[config.mk]
export PLATFORM = sky130hd
export DESIGN_NAME = spi_slave_responder
export DESIGN_NICKNAME = d
export VERILOG_FILES = /design/src/rtl/spi_slave_responder.sv
export SDC_FILE = /design/constraint.sdc
export NUM_CORES = 1
export LEC_CHECK = 0
export CAP_MARGIN = 10
export CORE_ASPECT_RATIO = 0.75
export CORE_MARGIN = 2
export CORE_UTILIZATION = 49
export CTS_CLUSTER_SIZE = 28
export DETAILED_ROUTE_END_ITERATION = 10
export PLACE_DENSITY = 0.81
export SYNTH_ARGS = -nofsm -noshare
export SYNTH_HDL_FRONTEND = slang
export SYNTH_SLANG_ARGS = --single-unit
[constraint.sdc]
create_clock -name sys_clk -period 1.6 [get_ports sys_clk]
set_input_delay 0.24 -clock sys_clk [delete_from_list [all_inputs] [get_ports sys_clk]]
set_output_delay 0.24 -clock sys_clk [all_outputs]
set_load 0.05 [all_outputs]
[src/rtl/spi_slave_responder.sv]
// rtl/spi_slave_responder.sv - SPI mode-0 responder oversampled on sys_clk (optional SPI_SLAVE_UNDERRUN_EN)
// Pins are synchronised, edges detected on sys_clk; one holding register buffers the next tx word.
module spi_slave_responder #(
  parameter int                 DATA_W       = 8,
  parameter int                 SYNC_STAGES  = 2,
  parameter logic [DATA_W-1:0]  TX_IDLE_WORD = '0
) (
  input  logic              sys_clk,
  input  logic              rst_n,
  input  logic              sclk,
  input  logic              cs_n,
  input  logic              mosi,
  output logic              miso,
  output logic [DATA_W-1:0] rx_data,
  output logic              rx_valid,
  input  logic [DATA_W-1:0] tx_data,
  input  logic              tx_valid,
  output logic              tx_ready
`ifdef SPI_SLAVE_UNDERRUN_EN
  ,
  output logic              tx_underrun
`endif
);

  localparam int CNT_W = $clog2(DATA_W + 1);

  typedef enum logic {IDLE, ACTIVE} state_t;

  state_t                   state_q, state_d;
  logic [SYNC_STAGES-1:0]   sclk_sync_q, sclk_sync_d;
  logic [SYNC_STAGES-1:0]   cs_sync_q, cs_sync_d;
  logic [SYNC_STAGES-1:0]   mosi_sync_q, mosi_sync_d;
  logic                     sclk_hist_q, sclk_hist_d;
  logic                     cs_hist_q, cs_hist_d;
  logic [CNT_W-1:0]         bit_cnt_q, bit_cnt_d;
  logic [DATA_W-2:0]        rx_shift_q, rx_shift_d;
  logic [DATA_W-1:0]        tx_shift_q, tx_shift_d;
  logic [DATA_W-1:0]        rx_data_q, rx_data_d;
  logic                     rx_valid_q, rx_valid_d;
  logic                     miso_q, miso_d;
  logic                     last_bit_q, last_bit_d;
  logic [DATA_W-1:0]        hold_q, hold_d;
  logic                     hold_full_q, hold_full_d;
`ifdef SPI_SLAVE_UNDERRUN_EN
  logic                     underrun_q, underrun_d;
`endif

  logic              sclk_s, cs_s, mosi_s;
  logic              sclk_rise, sclk_fall, cs_fall, cs_rise;
  logic              word_start;
  logic [DATA_W-1:0] rx_word;

  assign sclk_s    = sclk_sync_q[SYNC_STAGES-1];
  assign cs_s      = cs_sync_q[SYNC_STAGES-1];
  assign mosi_s    = mosi_sync_q[SYNC_STAGES-1];
  assign sclk_rise = sclk_s & ~sclk_hist_q;
  assign sclk_fall = ~sclk_s & sclk_hist_q;
  assign cs_fall   = ~cs_s & cs_hist_q;
  assign cs_rise   = cs_s & ~cs_hist_q;
  assign rx_word   = {rx_shift_q, mosi_s};

  always_comb begin
    sclk_sync_d = {sclk_sync_q[SYNC_STAGES-2:0], sclk};
    cs_sync_d   = {cs_sync_q[SYNC_STAGES-2:0], cs_n};
    mosi_sync_d = {mosi_sync_q[SYNC_STAGES-2:0], mosi};
    sclk_hist_d = sclk_s;
    cs_hist_d   = cs_s;
  end

  always_comb begin
    state_d     = state_q;
    bit_cnt_d   = bit_cnt_q;
    rx_shift_d  = rx_shift_q;
    tx_shift_d  = tx_shift_q;
    rx_data_d   = rx_data_q;
    rx_valid_d  = 1'b0;
    miso_d      = miso_q;
    last_bit_d  = last_bit_q;
    hold_d      = hold_q;
    hold_full_d = hold_full_q;
    word_start  = 1'b0;
`ifdef SPI_SLAVE_UNDERRUN_EN
    underrun_d  = 1'b0;
`endif

    case (state_q)
      IDLE: begin
        miso_d = 1'b0;
        if (cs_fall) begin
          state_d    = ACTIVE;
          word_start = 1'b1;
        end
      end
      ACTIVE: begin
        // cs_n release wins over a coincident sclk edge, so no reload follows the last word
        if (cs_rise) begin
          state_d    = IDLE;
          bit_cnt_d  = '0;
          miso_d     = 1'b0;
          last_bit_d = 1'b0;
          rx_shift_d = '0;
        end else if (sclk_rise) begin
          rx_shift_d = rx_word[DATA_W-2:0];
          if (bit_cnt_q == CNT_W'(DATA_W - 1)) begin
            rx_data_d  = rx_word;
            rx_valid_d = 1'b1;
            bit_cnt_d  = '0;
            last_bit_d = 1'b1;
          end else begin
            bit_cnt_d = bit_cnt_q + CNT_W'(1);
          end
        end else if (sclk_fall) begin
          if (last_bit_q) begin
            word_start = 1'b1;
          end else begin
            tx_shift_d = {tx_shift_q[DATA_W-2:0], tx_shift_q[DATA_W-1]};
            miso_d     = tx_shift_d[DATA_W-1];
          end
        end
      end
      default: state_d = IDLE;
    endcase

    if (word_start) begin
      last_bit_d = 1'b0;
      bit_cnt_d  = '0;
      if (hold_full_q) begin
        tx_shift_d  = hold_q;
        hold_full_d = 1'b0;
      end else begin
        tx_shift_d = TX_IDLE_WORD;
`ifdef SPI_SLAVE_UNDERRUN_EN
        underrun_d = 1'b1;
`endif
      end
      miso_d = tx_shift_d[DATA_W-1];
    end

    // Fill only while empty, so it never collides with a consume of the same cycle
    if (tx_valid && !hold_full_q) begin
      hold_d      = tx_data;
      hold_full_d = 1'b1;
    end
  end

  always_ff @(posedge sys_clk or negedge rst_n) begin
    if (!rst_n) begin
      sclk_sync_q <= '0;
      cs_sync_q   <= '1;
      mosi_sync_q <= '0;
      sclk_hist_q <= 1'b0;
      cs_hist_q   <= 1'b1;
    end else begin
      sclk_sync_q <= sclk_sync_d;
      cs_sync_q   <= cs_sync_d;
      mosi_sync_q <= mosi_sync_d;
      sclk_hist_q <= sclk_hist_d;
      cs_hist_q   <= cs_hist_d;
    end
  end

  always_ff @(posedge sys_clk or negedge rst_n) begin
    if (!rst_n) begin
      state_q     <= IDLE;
      bit_cnt_q   <= '0;
      rx_shift_q  <= '0;
      tx_shift_q  <= '0;
      rx_data_q   <= '0;
      rx_valid_q  <= 1'b0;
      miso_q      <= 1'b0;
      last_bit_q  <= 1'b0;
      hold_q      <= '0;
      hold_full_q <= 1'b0;
    end else begin
      state_q     <= state_d;
      bit_cnt_q   <= bit_cnt_d;
      rx_shift_q  <= rx_shift_d;
      tx_shift_q  <= tx_shift_d;
      rx_data_q   <= rx_data_d;
      rx_valid_q  <= rx_valid_d;
      miso_q      <= miso_d;
      last_bit_q  <= last_bit_d;
      hold_q      <= hold_d;
      hold_full_q <= hold_full_d;
    end
  end

`ifdef SPI_SLAVE_UNDERRUN_EN
  always_ff @(posedge sys_clk or negedge rst_n) begin
    if (!rst_n) underrun_q <= 1'b0;
    else        underrun_q <= underrun_d;
  end
  assign tx_underrun = underrun_q;
`endif

  assign miso     = miso_q;
  assign rx_data  = rx_data_q;
  assign rx_valid = rx_valid_q;
  assign tx_ready = ~hold_full_q;

endmodule
# After elaboration in Yosys (flattened, before gate mapping)
# Cells that the tools add are included.
totals:
  wordCells: 87
  input_bits: 14
  ff_bits: 48
  output_inout_bits: 11
op_classes:
  n_addsub: 1
  reduce_logical: 14
  n_mux: 39
  bitwise_logic: 11
  eq_ne: 7
ops:
  columns: ["operator", "count"]
  rows:
  - ["two-way mux 8 bit", 7]
  - ["two-way mux 1 bit", 22]
  - ["two-way mux 4 bit", 5]
  - ["two-way mux 7 bit", 2]
  - ["!= test 4 x 2 -> 1 bit (second input constant)", 2]
  - ["nonzero test 2 bit", 4]
  - ["inverter 1 bit", 7]
  - ["!= test 2 x 1 -> 1 bit (second input constant)", 3]
  - ["one-hot mux 1 bit (2 select lines)", 3]
  - ["AND reduction 3 bit", 2]
  - ["nonzero test 3 bit", 2]
  - ["AND reduction 5 bit", 1]
  - ["adder 4 x 1 -> 4 bit (second input constant)", 1]
  - ["AND 1 bit", 4]
  - ["== test 4 x 3 -> 1 bit (second input constant)", 1]
  - ["!= test 4 x 1 -> 1 bit (second input constant)", 1]
  - ["AND reduction 2 bit", 2]
  - ["AND reduction 4 bit", 1]
  - ["logical AND 1 bit", 1]
  - ["logical NOT 1 bit", 1]

# Depth between registers and ports, before layout
# Gate-level depths: netlist of run 1.
logic_depth:
  word_depth: 8
  depth_mapped: 5
  ltp_nobuf: 5

# Worst setup path before layout of run 1
# No wires, ideal clock.
synth_timing:
  kind: "reg-to-reg"
  startpoint: "reg cs_hist_q"
  endpoint: "reg tx_shift_q[0]"
  n_path_buf: 1
  path_stages_with_launch: 6
  path_slack_ns: 0.111
  arrival_time_ns: 1.363
  synth_period_minus_slack_ns: 1.489
  t_required_ns: 1.474
  setup_ns: 0.126
  path_cell_list: "dfstp_2 > buf_4 > nor2b_2 > o21a_2 > a21oi_1 > a221o_1"
synth_via:
  elab_chain_cells: 6
  elab_cells_between_ends: 13
  cone_classes: "3 x eq/ne; 4 x mux; 3 x bitwise; 3 x reduce/logical"
synth_lines:
  columns: ["item", "line", "rtl"]
  rows:
  - ["start: declaration", "34", "logic cs_hist_q, cs_hist_d;"]
  - ["start signal: assignment", "158", "cs_hist_q <= cs_hist_d;"]
  - ["inverter 1 bit", "59", "assign cs_rise = cs_s & ~cs_hist_q;"]
  - ["AND 1 bit", "59", null]
  - ["two-way mux 1 bit", "96", "if (cs_rise) begin"]
  - ["one-hot mux 1 bit (2 select lines)", "86", "case (state_q)"]
  - ["!= test 2 x 1 -> 1 bit (no source line) or nonzero test 2 bit (tied branches)", null, null]
  - ["AND reduction 5 bit (no source line)", null, null]
  - ["end signal: assignment", "178", "tx_shift_q <= tx_shift_d;"]
  - ["end: declaration", "37", "logic [DATA_W-1:0] tx_shift_q, tx_shift_d;"]
# Several ways; a longest one is shown, not always the timed one.
# A chain may end at the register's enable or synchronous reset.

# Worst setup path in the final report of run 1
# Ends and elaborated chain as after synthesis.

==> Flow_metrics.wiki, run 1 <==
{| class="wikitable"
! Metric !! Value
|-
| Post-layout utilization of the core || 0.619
|-
| Row count || 20
|-
| Insertion delay of the later-clocked pin in the worst-skew pair || 0.30 ns
|-
| Unique cell type count in the Yosys netlist || 39
|-
| Fill cells || 281
|-
| Number of detailed-route iterations in the first pass || 4
|-
| Share of synthesized flip-flops with an asynchronous set or reset || 1.00
|-
| Syn Std Cell Area || 2000 um^2
|-
| Proportion of synthesized chip area in sequential cells || 0.603
|-
| Slew @ Worst Pin || 0.446 ns
|-
| Worst-case vdd ir drop || 0.707 mV
|-
| Count of flip-flops with a built-in enable after synthesis || 0
|-
| NumNets Final || 201
|-
| Post-detailed-route count of antenna-violating nets || 0
|-
| Die extent in y || 59.3 um
|-
| Remaining routing DRC violations || 0
|-
| Max capacitance violation total || 0
|-
| Maximum number of pins on one net before global-route repair || 31
|-
| Floorplan core area || 3980 um^2
|-
| Max Clk Rate || 0.647 GHz
|-
| Clock tree from TritonCTS || built
|-
| Global-route wire length before repair || 6310 um
|-
| Initial antenna violation count || 0
|-
| Antenna diode instance count || 0
|-
| Die span in x || 77.7 um
|-
| Most frequent standard cell in the layout excluding fill and tap cells || dfrtp_1
|-
| Total clock sinks || 48
|-
| Synthesis warning total || 0
|-
| Cell area power density || 1260 nW/um^2
|-
| Fraction of layout instances using a drive strength above 1 || 0.316
|-
| Die area || 4610 um^2
|-
| Number of hold violations in the final report || 0
|-
| Initial core utilization || 0.502
|-
| Number of max-slew violations in the final report || 0
|-
| Final weighted congestion of routability-driven global placement || 0.808
|-
| Worst Path Arrival || 1.74 ns
|-
| Flop and latch count out of synthesis || 48
|-
| Required time of the worst setup path || 1.79 ns
|-
| Root buffer selected by CTS || clkbuf_8
|-
| CP startpoint kind || register
|-
| Leading cell types in the layout, fill and taps excluded || dfrtp_1 (44), buf_4 (18), nand2_1 (12), clkdlybuf4s50_1 (12), a22o_1 (11)
|-
| Setup tns final || 0 ns
|-
| Headroom to the max-slew limit || 0.703
|-
| H-tree depth || 2
|-
| Outcome || finished, final reports clean
|-
| Final-layout worst hold slack || 0.342 ns
|-
| Number of buffers created by CTS || 5
|-
| Violation count after the first detailed-routing iteration || 72
|-
| Net count after synthesis || 164
|-
| Post-route clock period utilization || 0.966
|-
| Post-layout minimum cycle time || 1.55 ns
|-
| Area growth from synthesis to layout || 23.2%
|-
| Via density || 5.50
|-
| Number of instances in the placed design || 231
|-
| Routed length per instance || 15.9 um
|-
| Setup CP Type || reg -> reg
|-
| Buffer depth of the longest clock path || 2
|-
| Routed Wire Length || 3850 um
|-
| Peak fanout along the critical path || 7
|-
| Clk pin slew, worst setup/hold paths || 0.09 ns
|-
| Vias after detailed routing || 1,332
|-
| Via count of the first global-routing pass || 1,292
|-
| Remaining global-route overflow || 0
|-
| Port-buffer cells || 24
|-
| Type of destination of the critical path || register
|-
| Top-Level Pins || 25
|-
| Final count of negative-setup-slack endpoints || 0
|-
| Gate count of the mapped netlist || 149
|-
| Avg Inst Size Synth || 13.4 um^2
|-
| LEAKAGE || 1.17 nW
|-
| Clock tree skew after final layout || 0.00893 ns
|-
| GRT Overall Usage || 0.185
|-
| Worst hold path type || in -> reg
|-
| Final cell count without fillers || 242
|-
| Top flip-flop cell by instance count after synthesis || dfrtp_1
|-
| DP Wirelength || 2820 um
|}
-- critical path, stage by stage, from the launching register on --
cell	delay (ns)
dfstp_2	0.61
nor2b_4	0.20
o21a_2	0.22
a21oi_1	0.09
a221o_1	0.31
-- registers in the layout (all words and copies together), names as in the netlist --
signal and flops:
bit_cnt_q 4, cs_hist_q 1, cs_sync_q 2, hold_full_q 1
hold_q 8, last_bit_q 1, miso 1, mosi_sync_q 2
rx_data 8, rx_shift_q 7, rx_valid 1, sclk_hist_q 1
sclk_sync_q 2, state_q 1, tx_shift_q 8
-- Yosys cell counts, drive strengths merged (2+ instances only) --
cell	instances	share of area
mux2	16	0.090
nand2b	3	0.0094
a22o	11	0.048
and3b	2	0.0088
nand2	14	0.031
o22a	2	0.0088
nor3	3	0.016
buf	4	0.013
o21ai	3	0.015
dfrtp	45	0.56
a21oi	6	0.021
a221o	8	0.040
dfstp	3	0.039
nor2b	5	0.019
nor2	10	0.020
inv	3	0.0056
-- layer usage --
layer	track usage	part of all wire
met4	0.0791	0.017
met3	0.0427	0.035
met1	0.248	0.46
met2	0.294	0.49
met5	0	0
-- timing repair --
item,4_1_cts,5_1_grt
gates resized for setup,0,4
endpoints found under the setup margin,0,17
buffers inserted,0,2
hold buffers,1,0
hold endpoints to repair,18,0
-- cells by family (layout without fill, tap and decap cells) --
group,Yosys count,in the layout,share of synthesized area
DFF,48,48,0.603
and+or+nand+nor,43,43,0.132
adders and majority gates,2,2,0.0113
muxes,16,16,0.0902
AOI/OAI and AO/OA,33,33,0.146
buffers and inverters,7,45,0.0182
-- worst paths after layout --
path	from	to	slack, ns	cells after the start
min in group asynchronous	rst_n	rx_data[1]	0.40	2
min	cs_n	cs_sync_q[0]	0.34	1
max in group asynchronous	rst_n	cs_hist_q	0.62	3
max reg2reg	cs_hist_q	tx_shift_q[0]	0.05	4
max	cs_hist_q	tx_shift_q[0]	0.05	4
min reg2reg	sclk_sync_q[0]	sclk_sync_q[1]	0.35	0
-- per-stage QoR --
step	instance area, um^2	power, mW	setup slack (ns)
6_report	2460	3.11	0.0542
3_3_place_gp	2330	2.31	0.101
4_1_cts	2430	3.10	0.0103
3_5_place_dp	2330	2.37	0.00921
2_1_floorplan	2000	2.08	0.111
5_1_grt	2460	3.27	-0.0182
-- power by group --
group          total, mW  internal (mW)  leakage, nW  switching, mW
logic              0.694          0.371        0.512          0.323
registers           1.68           1.47        0.609          0.210
clock network      0.731          0.351       0.0445          0.380
total               3.11           2.19         1.17          0.914
-- layout make-up --
class	instances	area [um^2]	share of cell area
timing repair buffer	34	310	0.126
multi-input combinational	94	772	0.314
tap	55	68.8	0.0279
sequential	48	1210	0.490
clock inverter	1	7.51	0.00305
clock buffer	7	86.3	0.0351
inverter	3	11.3	0.00457
Power figures use the tool's default switching activity.
==> inputs of run 2 (changes only) <==
Settings changed: CAP_MARGIN 10 to unset.
==> results of run 2 <==
No change in the layout: final DEF, timing and power equal those of run 1.
==> inputs of run 3 (changes only) <==
Settings changed: CTS_CLUSTER_DIAMETER set to 150.
==> results of run 3 <==
No change in the layout: final DEF, timing and power equal those of run 1.
